--- config.mk ---
export PLATFORM = sky130hd
export DESIGN_NAME = fetch_redirect_ctrl_flat
export DESIGN_NICKNAME = d
export VERILOG_FILES = /design/src/rtl/fetch_redirect_ctrl_pkg.sv /design/src/rtl/fetch_redirect_ctrl_if.sv /design/src/rtl/fetch_redirect_ctrl_prio_sel.sv /design/src/rtl/fetch_redirect_ctrl.sv /design/src/flat_wrapper.sv
export SDC_FILE = /design/constraint.sdc
export NUM_CORES = 1
export LEC_CHECK = 0
export BUFFER_PORTS_ARGS = -buffer_cell sky130_fd_sc_hd__buf_2
export CAP_MARGIN = 0
export CORE_ASPECT_RATIO = 0.8
export CORE_MARGIN = 4
export CORE_UTILIZATION = 51
export CTS_CLUSTER_DIAMETER = 30
export DETAILED_ROUTE_END_ITERATION = 8
export PLACE_DENSITY = 0.93
export SLEW_MARGIN = 20
export SYNTH_ARGS = -nofsm -noshare
export SYNTH_HDL_FRONTEND = slang
export SYNTH_SLANG_ARGS = --single-unit
--- constraint.sdc ---
create_clock -name clk -period 7.9 [get_ports clk]
set_clock_uncertainty 0.05 [all_clocks]
set_input_delay 1.185 -clock clk [delete_from_list [all_inputs] [get_ports clk]]
set_output_delay 1.185 -clock clk [all_outputs]
set_load 0.1 [all_outputs]
--- src/rtl/fetch_redirect_ctrl_pkg.sv ---
// Shared widths, redirect classes, FSM states and redirect payload for fetch_redirect_ctrl.
package fetch_redirect_ctrl_pkg;

  localparam int unsigned PC_W  = 32;
  localparam int unsigned CNT_W = 16;

  // Higher encoding wins arbitration and may overwrite a held lower-class redirect.
  typedef enum logic [1:0] {
    CLS_BR   = 2'd0,
    CLS_ERTN = 2'd1,
    CLS_EXC  = 2'd2
  } cls_e;

  typedef enum logic {
    ST_RUN  = 1'b0,
    ST_HOLD = 1'b1
  } state_e;

  typedef struct packed {
    logic [PC_W-1:0] target;
    cls_e            cls;
  } redirect_t;

endpackage

--- src/rtl/fetch_redirect_ctrl_if.sv ---
// Flush-source, IF-handshake and pre-IF redirect signals of fetch_redirect_ctrl.
interface fetch_redirect_ctrl_if;

  logic                                         wb_ex;
  logic [fetch_redirect_ctrl_pkg::PC_W-1:0]     ex_entry;
  logic                                         wb_ertn;
  logic [fetch_redirect_ctrl_pkg::PC_W-1:0]     era;
  logic                                         ex_br_taken;
  logic [fetch_redirect_ctrl_pkg::PC_W-1:0]     ex_br_target;
  logic                                         fs_allowin;
  logic                                         br_taken_cancel;
  logic [fetch_redirect_ctrl_pkg::PC_W-1:0]     br_target;
  logic                                         stall;
  logic                                         fs_flush;
  logic [fetch_redirect_ctrl_pkg::CNT_W-1:0]    redirect_cnt;

  // Pipeline side driving requests and observing the redirect.
  modport master (
    output wb_ex, ex_entry, wb_ertn, era, ex_br_taken, ex_br_target, fs_allowin,
    input  br_taken_cancel, br_target, stall, fs_flush, redirect_cnt
  );

  // Controller side.
  modport slave (
    input  wb_ex, ex_entry, wb_ertn, era, ex_br_taken, ex_br_target, fs_allowin,
    output br_taken_cancel, br_target, stall, fs_flush, redirect_cnt
  );

endinterface

--- src/rtl/fetch_redirect_ctrl_prio_sel.sv ---
// Combinational 3-way priority selector: exception > ertn > branch.
module fetch_redirect_ctrl_prio_sel
  import fetch_redirect_ctrl_pkg::*;
(
  input  logic            wb_ex,
  input  logic [PC_W-1:0] ex_entry,
  input  logic            wb_ertn,
  input  logic [PC_W-1:0] era,
  input  logic            ex_br_taken,
  input  logic [PC_W-1:0] ex_br_target,
  output logic            req,
  output redirect_t       sel
);

  always_comb begin
    req = wb_ex | wb_ertn | ex_br_taken;
    sel = '{target: '0, cls: CLS_BR};
    if (wb_ex) begin
      sel = '{target: ex_entry, cls: CLS_EXC};
    end else if (wb_ertn) begin
      sel = '{target: era, cls: CLS_ERTN};
    end else if (ex_br_taken) begin
      sel = '{target: ex_br_target, cls: CLS_BR};
    end
  end

endmodule

--- src/rtl/fetch_redirect_ctrl.sv ---
// Fetch-redirect controller: arbitrates flush sources and holds a redirect until IF can take
// the first fetch of its target, issuing exactly one cancel pulse per redirect.
module fetch_redirect_ctrl
  import fetch_redirect_ctrl_pkg::*;
(
  input  logic                 clk,
  input  logic                 reset,
  fetch_redirect_ctrl_if.slave bus
);

  state_e            state, state_d;
  logic [PC_W-1:0]   tgt_q, tgt_d;
  cls_e              cls_q, cls_d;
  logic [CNT_W-1:0]  cnt_q;
  logic              cnt_inc;

  logic              req;
  redirect_t         sel;
  logic              ovr;

  logic              cancel_c;
  logic [PC_W-1:0]   target_c;
  logic              stall_c;
  logic              flush_c;

  fetch_redirect_ctrl_prio_sel u_prio_sel (
    .wb_ex        (bus.wb_ex),
    .ex_entry     (bus.ex_entry),
    .wb_ertn      (bus.wb_ertn),
    .era          (bus.era),
    .ex_br_taken  (bus.ex_br_taken),
    .ex_br_target (bus.ex_br_target),
    .req          (req),
    .sel          (sel)
  );

  // A same-or-higher class request replaces the held redirect; a lower one is dropped.
  assign ovr = req && (sel.cls >= cls_q);

  // Next-state and combinational redirect outputs.
  always_comb begin
    state_d  = state;
    tgt_d    = tgt_q;
    cls_d    = cls_q;
    cnt_inc  = 1'b0;
    cancel_c = 1'b0;
    target_c = '0;
    stall_c  = 1'b0;
    flush_c  = 1'b0;

    unique case (state)
      ST_RUN: begin
        if (req) begin
          flush_c = 1'b1;
          if (bus.fs_allowin) begin
            cancel_c = 1'b1;
            target_c = sel.target;
            cnt_inc  = 1'b1;
          end else begin
            stall_c = 1'b1;
            tgt_d   = sel.target;
            cls_d   = sel.cls;
            state_d = ST_HOLD;
          end
        end else begin
          stall_c = ~bus.fs_allowin;
        end
      end

      ST_HOLD: begin
        if (ovr) begin
          flush_c = 1'b1;
          tgt_d   = sel.target;
          cls_d   = sel.cls;
        end
        if (bus.fs_allowin) begin
          cancel_c = 1'b1;
          target_c = ovr ? sel.target : tgt_q;
          cnt_inc  = 1'b1;
          state_d  = ST_RUN;
        end else begin
          stall_c = 1'b1;
        end
      end

      default: begin
        state_d = ST_RUN;
      end
    endcase
  end

  // State, held redirect and issue counter.
  always_ff @(posedge clk or posedge reset) begin
    if (reset) begin
      state <= ST_RUN;
      tgt_q <= '0;
      cls_q <= CLS_BR;
      cnt_q <= '0;
    end else begin
      state <= state_d;
      tgt_q <= tgt_d;
      cls_q <= cls_d;
      if (cnt_inc) begin
        cnt_q <= cnt_q + CNT_W'(1);
      end
    end
  end

  // Reset masks the combinational outputs so pre-IF sees a quiet interface while reset is high.
  assign bus.br_taken_cancel = cancel_c & ~reset;
  assign bus.br_target       = reset ? '0 : target_c;
  assign bus.stall           = stall_c & ~reset;
  assign bus.fs_flush        = flush_c & ~reset;
  assign bus.redirect_cnt    = cnt_q;

endmodule
--- src/flat_wrapper.sv ---
// flat-port wrapper written by rule: the top's interface ports become plain ports
module fetch_redirect_ctrl_flat import fetch_redirect_ctrl_pkg::*;
  (clk, reset, bus_wb_ex, bus_ex_entry, bus_wb_ertn, bus_era, bus_ex_br_taken, bus_ex_br_target, bus_fs_allowin, bus_br_taken_cancel, bus_br_target, bus_stall, bus_fs_flush, bus_redirect_cnt);
  fetch_redirect_ctrl_if bus_i ();
  input  logic clk;
  input  logic reset;
  input wire logic [$bits(bus_i.wb_ex)-1:0] bus_wb_ex;
  input wire logic [$bits(bus_i.ex_entry)-1:0] bus_ex_entry;
  input wire logic [$bits(bus_i.wb_ertn)-1:0] bus_wb_ertn;
  input wire logic [$bits(bus_i.era)-1:0] bus_era;
  input wire logic [$bits(bus_i.ex_br_taken)-1:0] bus_ex_br_taken;
  input wire logic [$bits(bus_i.ex_br_target)-1:0] bus_ex_br_target;
  input wire logic [$bits(bus_i.fs_allowin)-1:0] bus_fs_allowin;
  output wire logic [$bits(bus_i.br_taken_cancel)-1:0] bus_br_taken_cancel;
  output wire logic [$bits(bus_i.br_target)-1:0] bus_br_target;
  output wire logic [$bits(bus_i.stall)-1:0] bus_stall;
  output wire logic [$bits(bus_i.fs_flush)-1:0] bus_fs_flush;
  output wire logic [$bits(bus_i.redirect_cnt)-1:0] bus_redirect_cnt;
  assign bus_i.wb_ex = bus_wb_ex;
  assign bus_i.ex_entry = bus_ex_entry;
  assign bus_i.wb_ertn = bus_wb_ertn;
  assign bus_i.era = bus_era;
  assign bus_i.ex_br_taken = bus_ex_br_taken;
  assign bus_i.ex_br_target = bus_ex_br_target;
  assign bus_i.fs_allowin = bus_fs_allowin;
  assign bus_br_taken_cancel = bus_i.br_taken_cancel;
  assign bus_br_target = bus_i.br_target;
  assign bus_stall = bus_i.stall;
  assign bus_fs_flush = bus_i.fs_flush;
  assign bus_redirect_cnt = bus_i.redirect_cnt;
  fetch_redirect_ctrl u_core (.clk(clk), .reset(reset), .bus(bus_i));
endmodule
==> results of run 1 <==
## kinds of logic after synthesis
group / Yosys count
simple gates: 71
buf+inv: 63
xor+xnor: 15
compound gates: 99
flops: 51
mux: 35
fa+ha+maj: 3
## routing by layer
layer  track usage  routed length, µm  up-vias
met5             0                  0        -
met4        0.0449                102        0
met3        0.0579                617       12
met2         0.408               4270      123
met1         0.295               3850     1468
li1              -                  -     1494
## path summary, 6_finish.rpt
check	cells after the start	to	from	slack [ns]
worst max-delay path	9	bus_br_target[10]	bus_wb_ertn	2.55
worst min register to register	1	u_core.bus.redirect_cnt[15]	u_core.bus.redirect_cnt[15]	0.43
worst min-delay path	1	u_core.bus.redirect_cnt[15]	u_core.bus.redirect_cnt[15]	0.43
worst max register to register	6	u_core.tgt_q[11]	u_core.cls_q[0]	5.63
max in group asynchronous	3	u_core.tgt_q[31]	reset	6.32
min in group asynchronous	3	u_core.bus.redirect_cnt[1]	reset	1.05
## worst register-to-register path, cell delays in order, from the launching register on
cell	delay, ns
dfrtp_1	0.40
ha_1	0.27
nand2b_1	0.12
a21oi_2	0.13
nor3_4	0.38
buf_4	0.42
mux2_2	0.39
## layout make-up
cell class,instances,area share
tap,81,0.0248
multi-input combinational,223,0.414
inverter,35,0.0321
sequential,51,0.312
clock buffer,7,0.0187
clock inverter,1,0.00122
timing repair buffer,158,0.197
## metrics by stage
stage	area (µm²)	util
3_3_place_gp	4010	0.664
3_5_place_dp	4010	0.664
6_report	4090	0.677
2_1_floorplan	3240	-
4_1_cts	4090	0.677
5_1_grt	4090	0.677
## cells in the final DEF, fill, tap and decap left out, drive strengths merged
cell / Yosys / final
nand3: 3 / 3
buf: 11 / 158
a211oi: 1 / 1
nand2b: 4 / 4
a21oi: 34 / 34
mux2i: 1 / 1
or3: 1 / 1
clkinv: 0 / 1
ha: 3 / 3
mux2: 34 / 34
o2bb2ai: 32 / 32
a221oi: 32 / 32
and3: 1 / 1
nor4: 3 / 3
nand2: 41 / 41
dfrtp: 51 / 51
xnor2: 11 / 11
inv: 35 / 35
nand3b: 1 / 1
and4: 1 / 1
nor3: 5 / 5
clkbuf: 17 / 7
xor2: 4 / 4
nand4: 3 / 3
nor2b: 3 / 3
nor2: 5 / 5
## registers in the layout, summed over array words and instances, names as in the netlist
name / flops
u_core.bus.redirect_cnt: 16
u_core.cls_q: 2
u_core.state: 1
u_core.tgt_q: 32
## power by group through the flow
stage / logic, mW / registers [mW] / clock network (mW)
2_1_floorplan: 0.282 / 0.484 / 0
3_3_place_gp: 0.485 / 0.363 / 0
3_5_place_dp: 0.496 / 0.367 / 0
4_1_cts: 0.497 / 0.363 / 0.147
5_1_grt: 0.523 / 0.372 / 0.161
6_report: 0.494 / 0.364 / 0.144
==> impl_metrics.py, run 1 <==
metrics = {
    "synth": {
        "synth_area_leaders": "dfrtp_1 39%, mux2_2 11%, a221oi_1 8.7%",
        "synth-main-ff-cell": "dfrtp_1",
        "synth_compound_area_frac": 0.231,
        "yosys_warnings": 0,
        "synth_top_family_by_area": "compound AO/OA/AOI/OAI gates",
        "yosysTopAreaCell": "dfrtp_1",
        "ys_ff_latch": 51,
        "syn-num-nets": 442,
        "synth-simple-area-share": 0.111,
        "synthMuxAreaShare": 0.121,
        "synthXorXnorAreaFrac": 0.0406,
        "synth_cell_types": 33,
        "syn-cell-area_um2": 3240,
        "synth_edf_count": 0,
        "yosysSeqAreaShare": 0.394,
        "synthArstFlopShare": 1.00,
        "synth_fa_ha_area_frac": 0.0116,
        "ys_top_cells_by_count": "51 x dfrtp_1, 41 x nand2_1, 35 x inv_1, 33 x a21oi_1, 33 x mux2_2",
        "netlist_instances": 337,
        "yosysMostFrequentCell": "dfrtp_1",
        "synth_top_cell_area_share": 0.394,
        "synth.avg_cell_area_um2": 9.60,
    },
    "worst_setup_path": {
        "crit_fanout": 36,
        "cp_num_buf_inv": 3,
        "required_ns": 6.66,
        "cp.arrival_ns": 4.12,
        "critical-path-max-stage-delay_ns": 0.65,
        "crit_type": "input pin to output pin",
        "worstPathCellList": "buf_2 -> nand2b_1 -> ha_1 -> nand2b_1 -> a21oi_2 -> a211oi_4 -> buf_4 -> o2bb2ai_1 -> buf_2",
        "start_kind": "input pin",
        "path_delay_family": "buffers and inverters",
        "end_kind": "output pin",
        "critical-path-slowest-cell": "a211oi_4",
    },
    "clock_network": {
        "cts_made_buffers": 5,
        "clkTransAtPathRegs_ns": 0.09,
        "h-tree-depth": 2,
        "cts_setup_buffers": 0,
        "cts_tree": "done",
        "cts_buffer_depth": 2,
        "cts_hold_buf": 0,
        "clkLatencyLatePin_ns": 0.29,
        "cts_resized": 0,
        "clock-sinks": 51,
        "cts_root_buffer": "clkbuf_8",
    },
    "timing": {
        "period_share": 0.678,
        "fin_tns_setup_ns": 0,
        "maxSlewViolCount": 0,
        "max_freq_ghz": 0.187,
        "hold-worst-slack_ns": 0.425,
        "worst_pin_slew_ns": 0.903,
        "slew_headroom": 0.396,
        "setup_violations": 0,
        "hold_viol": 0,
        "rsz0062_at_grt": "false",
        "period_needed_ns": 5.35,
        "fin_ws_ns": 2.55,
    },
    "placed_design": {
        "place_ws_ns": 2.60,
        "place_congestion": 0.863,
        "hpwl_um": 6460,
        "dp.cells": 548,
        "portBuffers": 152,
    },
    "pwr": {
        "p_seq_frac": 0.363,
        "vdd_drop_max_mv": 0.422,
        "power_frac_clock": 0.144,
        "p_switching_mw": 0.493,
        "switching_share": 0.492,
        "p_int_mw": 0.508,
        "total_power_mw": 1.00,
        "leakage_nw": 2.01,
        "p_per_area_nw_per_um2": 245,
        "p_comb_frac": 0.493,
    },
    "die": {
        "io_pins": 153,
        "die_y_um": 79.2,
        "die_w_um": 97.1,
        "core_area_um2": 6040,
        "die_area_um2": 7690,
        "fp-row-count": 25,
        "initial_core_util": 0.536,
    },
    "routing": {
        "routed_wl_um": 8840,
        "drcViolationCount": 0,
        "vias": 3097,
        "firstDrtPassIters": 4,
        "drt.antenna.violating_nets": 0,
        "wl_per_cell_um": 15.9,
        "drtIter0Drc": 213,
        "vias_per_cell": 5.57,
    },
    "finish": {
        "syn_to_final_growth_pct": 26.4,
        "stdcell_count": 556,
        "nets": 579,
        "seq_area_um2": 1280,
        "final_layout_size_suffix_gt1_frac": 0.436,
        "multi_input_area_um2": 1690,
        "diodes": 0,
        "final.fill_count": 504,
    },
    "grt": {
        "antenna_found_initial": 0,
        "grt.overflow.total": 0,
        "grt_util_all_layers": 0.233,
        "grt_pass1_vias": 3220,
        "grt_start_max_net_pins": 69,
        "grt_pass1_wl_um": 15000,
    },
    "job": {
        "max_cap_violations": 0,
    },
    "min_path": {
        "hold_path.class": "register to register",
    },
    "outcome": {
        "outcome": "finished clean",
    },
}
Note: power is estimated with default switching activity, not from simulation.
==> run 2, diff against run 1 <==
Settings changed: CORE_UTILIZATION 51 to 47, PLACE_DENSITY 0.93 to 0.87.
Clock period 7.9 ns to 5.3 ns, I/O delays scaled along.
==> run 2 against run 1 <==
Non-clock buffer count did not move. Die area rose by 7.7%. Via count rose by 1.6%. Clock-buffer cell count fell by 2. First-iteration DRC count fell by 44%. Setup slack got worse by 1.5 ns. Clock power rose by 56%. Total power rose by 50%. Hold slack improved by 0.0059 ns.
==> impl_metrics.py, run 2 (synthesis results as in run 1) <==
metrics = {
    "outcome": {
        "outcome": "finished clean",
    },
    "pwr": {
        "vdd_drop_max_mv": 0.532,
        "total_power_mw": 1.51,
        "leakage_nw": 2.02,
        "p_per_area_nw_per_um2": 367,
    },
    "timing": {
        "hold-worst-slack_ns": 0.431,
        "rsz0062_at_grt": "false",
        "worst_pin_slew_ns": 0.938,
        "hold_viol": 0,
        "slew_headroom": 0.374,
        "setup_violations": 0,
        "fin_tns_setup_ns": 0,
        "fin_ws_ns": 1.05,
        "period_needed_ns": 4.25,
        "maxSlewViolCount": 0,
        "period_share": 0.802,
        "max_freq_ghz": 0.235,
    },
    "grt": {
        "grt_pass1_wl_um": 14400,
        "grt_pass1_vias": 3142,
        "grt_util_all_layers": 0.215,
        "antenna_found_initial": 0,
        "grt_start_max_net_pins": 52,
        "grt.overflow.total": 0,
    },
    "clock_network": {
        "clkTransAtPathRegs_ns": 0.10,
        "cts_setup_buffers": 0,
        "cts_buffer_depth": 2,
        "cts_resized": 0,
        "clkLatencyLatePin_ns": 0.30,
        "cts_hold_buf": 0,
        "clock-sinks": 51,
        "h-tree-depth": 2,
        "cts_made_buffers": 5,
        "cts_root_buffer": "clkbuf_8",
        "cts_tree": "done",
    },
    "placed_design": {
        "dpl_cell_area_um2": 4020,
        "hpwl_um": 6660,
        "portBuffers": 152,
        "dp.cells": 551,
        "place_congestion": 0.801,
        "place_ws_ns": 1.04,
    },
    "finish": {
        "nets": 579,
        "stdcell_count": 559,
        "final_cell_mix": "152 x buf_2, 51 x dfrtp_1, 41 x nand2_1, 34 x inv_1, 33 x mux2_2",
        "seq_area_um2": 1280,
        "regMostFlops": "u_core.tgt_q",
        "final.fill_count": 593,
        "multi_input_area_um2": 1700,
        "diodes": 0,
        "largest_reg_flops": 32,
        "syn_to_final_growth_pct": 26.8,
        "finalCoreUtilization": 0.628,
        "fin_area_um2": 4100,
        "final_common_cell": "buf_2",
        "final_layout_size_suffix_gt1_frac": 0.440,
    },
    "worst_setup_path": {
        "end_kind": "output pin",
        "crit_type": "input pin to output pin",
        "rr_endpoint": "u_core.tgt_q[26]",
        "crit_fanout": 36,
        "r2r_start": "u_core.cls_q[0]",
        "start_kind": "input pin",
        "r2r_cells": 6,
        "cp.arrival_ns": 3.41,
        "required_ns": 4.45,
        "rrSetupSlack_ns": 2.83,
    },
    "routing": {
        "wl_per_cell_um": 15.9,
        "drtIter0Drc": 119,
        "firstDrtPassIters": 4,
        "vias_per_cell": 5.63,
        "drcViolationCount": 0,
        "vias": 3146,
        "routed_wl_um": 8920,
        "drt.antenna.violating_nets": 0,
    },
    "die": {
        "core_area_um2": 6540,
        "die_area_um2": 8280,
        "die_y_um": 82.2,
        "die_w_um": 101,
        "io_pins": 153,
        "initial_core_util": 0.495,
        "fp-row-count": 26,
    },
    "job": {
        "max_cap_violations": 0,
    },
    "min_path": {
        "holdPathStages": 1,
        "hold_path.class": "register to register",
        "whs_endpoint": "u_core.bus.redirect_cnt[15]",
        "min_from": "u_core.bus.redirect_cnt[15]",
    },
}
## run 2: cell count changes in the layout (fill, tap and decap cells not counted), sizes merged
cell,before,now
clkbuf,7,5
clkinv,1,2
inv,35,36
## run 2: metal layers
| metal | wire, µm | vias up | global-route usage |
|---|---|---|---|
| met4 | 95 | 0 | 0.0511 |
| met3 | 705 | 14 | 0.0378 |
| met5 | 0 | - | 0 |
| met2 | 4540 | 140 | 0.390 |
| li1 | - | 1492 | - |
| met1 | 3570 | 1500 | 0.267 |
## run 2: worst max path at each step
stage / start / end / slack [ns] / cells past startpoint
2_1_floorplan: bus_wb_ertn / bus_fs_flush / 0.63 / 7
3_3_place_gp: bus_wb_ex / bus_br_target[31] / 1.14 / 9
3_5_place_dp: bus_wb_ex / bus_br_target[24] / 1.04 / 9
4_1_cts: bus_wb_ex / bus_br_target[24] / 1.04 / 9
5_1_grt: bus_wb_ex / bus_br_target[18] / 0.83 / 9
6_report: bus_wb_ertn / bus_br_target[24] / 1.05 / 9
## run 2: final cells by class
cell class                      count  area share
Clock inverter                      3     0.00457
Clock buffer                        5      0.0168
Timing Repair Buffer              158       0.196
Tap cell                           84      0.0256
Sequential cell                    51       0.311
Multi-Input combinational cell    223       0.414
Inverter                           35      0.0320
## run 2: critical path: stages
cell and delay, ns:
buf_2 0.58, nand2b_1 0.16, ha_1 0.31, nand2b_1 0.11, a21oi_2 0.12, a211oi_4 0.41, buf_4 0.30, o2bb2ai_1 0.14
buf_2 0.45
## run 2: power by group
part	switching [mW]	leakage, nW	internal [mW]
Clock	0.131	0.0483	0.0933
Sequential	0.0681	0.620	0.477
Combinational	0.549	1.35	0.188
Total	0.747	2.02	0.758
==> run 3, diff against run 2 <==
Clock period 5.3 ns to 4.2 ns, I/O delays scaled along.
==> run 3 against run 2 <==
Via count fell by 0.67%. Non-clock buffer count grew 6. Sequential cell count is the same. Utilization increased by 8.3 points. First-iteration DRC count stayed put. Hold slack lost 0.0068 ns. Critical endpoint is now bus_br_target[9]. Total power grew 35%. Die area stayed put. Critical path depth did not move. Largest cell class unchanged. Wire length up 4.3%. Register-to-register slack worse by 0.57 ns.
==> impl_metrics.py, run 3 (synthesis results as in run 1) <==
metrics = {
    "outcome": {
        "outcome": "finished clean",
    },
    "worst_setup_path": {
        "critical-path-max-stage-delay_ns": 0.78,
        "cp_num_buf_inv": 3,
        "rrSetupSlack_ns": 2.26,
        "critical-path-slowest-cell": "a21oi_2",
        "cp.arrival_ns": 2.84,
        "crit_fanout": 19,
        "end_kind": "output pin",
        "worstPathCellList": "buf_2 -> nand2b_1 -> ha_1 -> nand2b_1 -> a21oi_2 -> a21oi_2 -> buf_12 -> o2bb2ai_1 -> buf_12",
        "start_kind": "input pin",
        "r2r_start": "u_core.cls_q[0]",
        "required_ns": 3.52,
        "crit_type": "input pin to output pin",
        "r2r_cells": 6,
        "path_delay_family": "compound AO/OA/AOI/OAI gates",
        "rr_endpoint": "u_core.cls_q[1]",
    },
    "finish": {
        "final_cell_mix": "121 x buf_2, 51 x dfrtp_1, 41 x nand2_1, 34 x inv_1, 33 x mux2_2",
        "largest_reg_flops": 32,
        "syn_to_final_growth_pct": 43.6,
        "finalCoreUtilization": 0.710,
        "regMostFlops": "u_core.tgt_q",
        "final_common_cell": "buf_2",
        "stdcell_count": 565,
        "final_layout_size_suffix_gt1_frac": 0.451,
        "diodes": 0,
        "nets": 585,
    },
    "clock_network": {
        "clkTransAtPathRegs_ns": 0.08,
        "cts_resized": 0,
        "cts_buffer_depth": 2,
        "clkLatencyLatePin_ns": 0.30,
        "clock-sinks": 51,
        "cts_tree": "done",
        "cts_hold_buf": 0,
        "h-tree-depth": 2,
        "cts_root_buffer": "clkbuf_8",
        "cts_made_buffers": 5,
        "cts_setup_buffers": 0,
    },
    "die": {
        "initial_core_util": 0.495,
        "die_w_um": 101,
        "die_y_um": 82.2,
        "die_area_um2": 8280,
        "fp-row-count": 26,
        "core_area_um2": 6540,
        "io_pins": 153,
    },
    "timing": {
        "period_share": 0.839,
        "maxSlewViolCount": 0,
        "max_freq_ghz": 0.284,
        "setup_violations": 0,
        "worst_pin_slew_ns": 1.06,
        "period_needed_ns": 3.52,
        "hold_viol": 0,
        "slew_headroom": 0.294,
        "rsz0062_at_grt": "false",
        "hold-worst-slack_ns": 0.424,
    },
    "min_path": {
        "holdPathStages": 1,
        "hold_path.class": "register to register",
        "min_from": "u_core.bus.redirect_cnt[15]",
        "whs_endpoint": "u_core.bus.redirect_cnt[15]",
    },
    "pwr": {
        "total_power_mw": 2.03,
        "vdd_drop_max_mv": 0.639,
        "p_per_area_nw_per_um2": 438,
        "leakage_nw": 2.16,
    },
    "routing": {
        "vias": 3125,
        "drcViolationCount": 0,
        "drtIter0Drc": 119,
        "vias_per_cell": 5.53,
        "firstDrtPassIters": 4,
        "drt.antenna.violating_nets": 0,
        "wl_per_cell_um": 16.5,
        "routed_wl_um": 9300,
    },
    "job": {
        "max_cap_violations": 0,
    },
    "grt": {
        "grt_pass1_vias": 3147,
        "grt_start_max_net_pins": 52,
        "antenna_found_initial": 0,
        "grt_pass1_wl_um": 14600,
        "grt_util_all_layers": 0.218,
        "grt.overflow.total": 0,
    },
    "placed_design": {
        "portBuffers": 152,
        "dp.cells": 557,
        "place_congestion": 0.837,
        "hpwl_um": 7150,
    },
}
[run 3: worst max path at each step]
stage	startpoint	end	slack, ns	cells past startpoint
3_5_place_dp	bus_wb_ertn	bus_br_target[6]	0.68	9
6_report	bus_wb_ertn	bus_br_target[9]	0.68	9
2_1_floorplan	bus_wb_ertn	bus_fs_flush	-0.14	7
3_3_place_gp	bus_wb_ertn	bus_br_target[6]	0.76	9
5_1_grt	bus_wb_ertn	bus_br_target[31]	0.54	9
4_1_cts	bus_wb_ertn	bus_br_target[12]	0.67	9
[run 3: area by class of cell]
class / instances / area [µm²]
Sequential cell: 51 / 1280
Inverter: 35 / 131
Tap cell: 84 / 105
Multi-Input combinational cell: 223 / 1700
Timing Repair Buffer: 164 / 1330
Clock buffer: 8 / 100
Fill cell: 503 / 1890
[run 3: per-layer routing]
metal / wire length (µm) / vias to the layer above / global-route usage / share of wire
li1: - / 1508 / - / -
met1: 3650 / 1490 / 0.251 / 0.39
met2: 4830 / 116 / 0.414 / 0.52
met3: 730 / 11 / 0.0504 / 0.079
met4: 93 / 0 / 0.0471 / 0.010
met5: 0 / - / 0 / 0
[run 3: where the power goes]
group          switching, mW  internal (mW)  leakage, nW
combinational          0.712          0.333         1.49
clock                  0.154          0.151       0.0515
sequential            0.0833          0.601        0.620
[run 3: metrics by stage]
| step | setup slack (ns) | setup TNS [ns] | cell area [µm²] |
|---|---|---|---|
| global route | 0.539 | 0 | 4650 |
| floorplan | -0.136 | -3.79 | 3250 |
| global placement | 0.761 | 0 | 4550 |
| detailed placement | 0.681 | 0 | 4550 |
| finish | 0.675 | 0 | 4650 |
| CTS | 0.671 | 0 | 4650 |
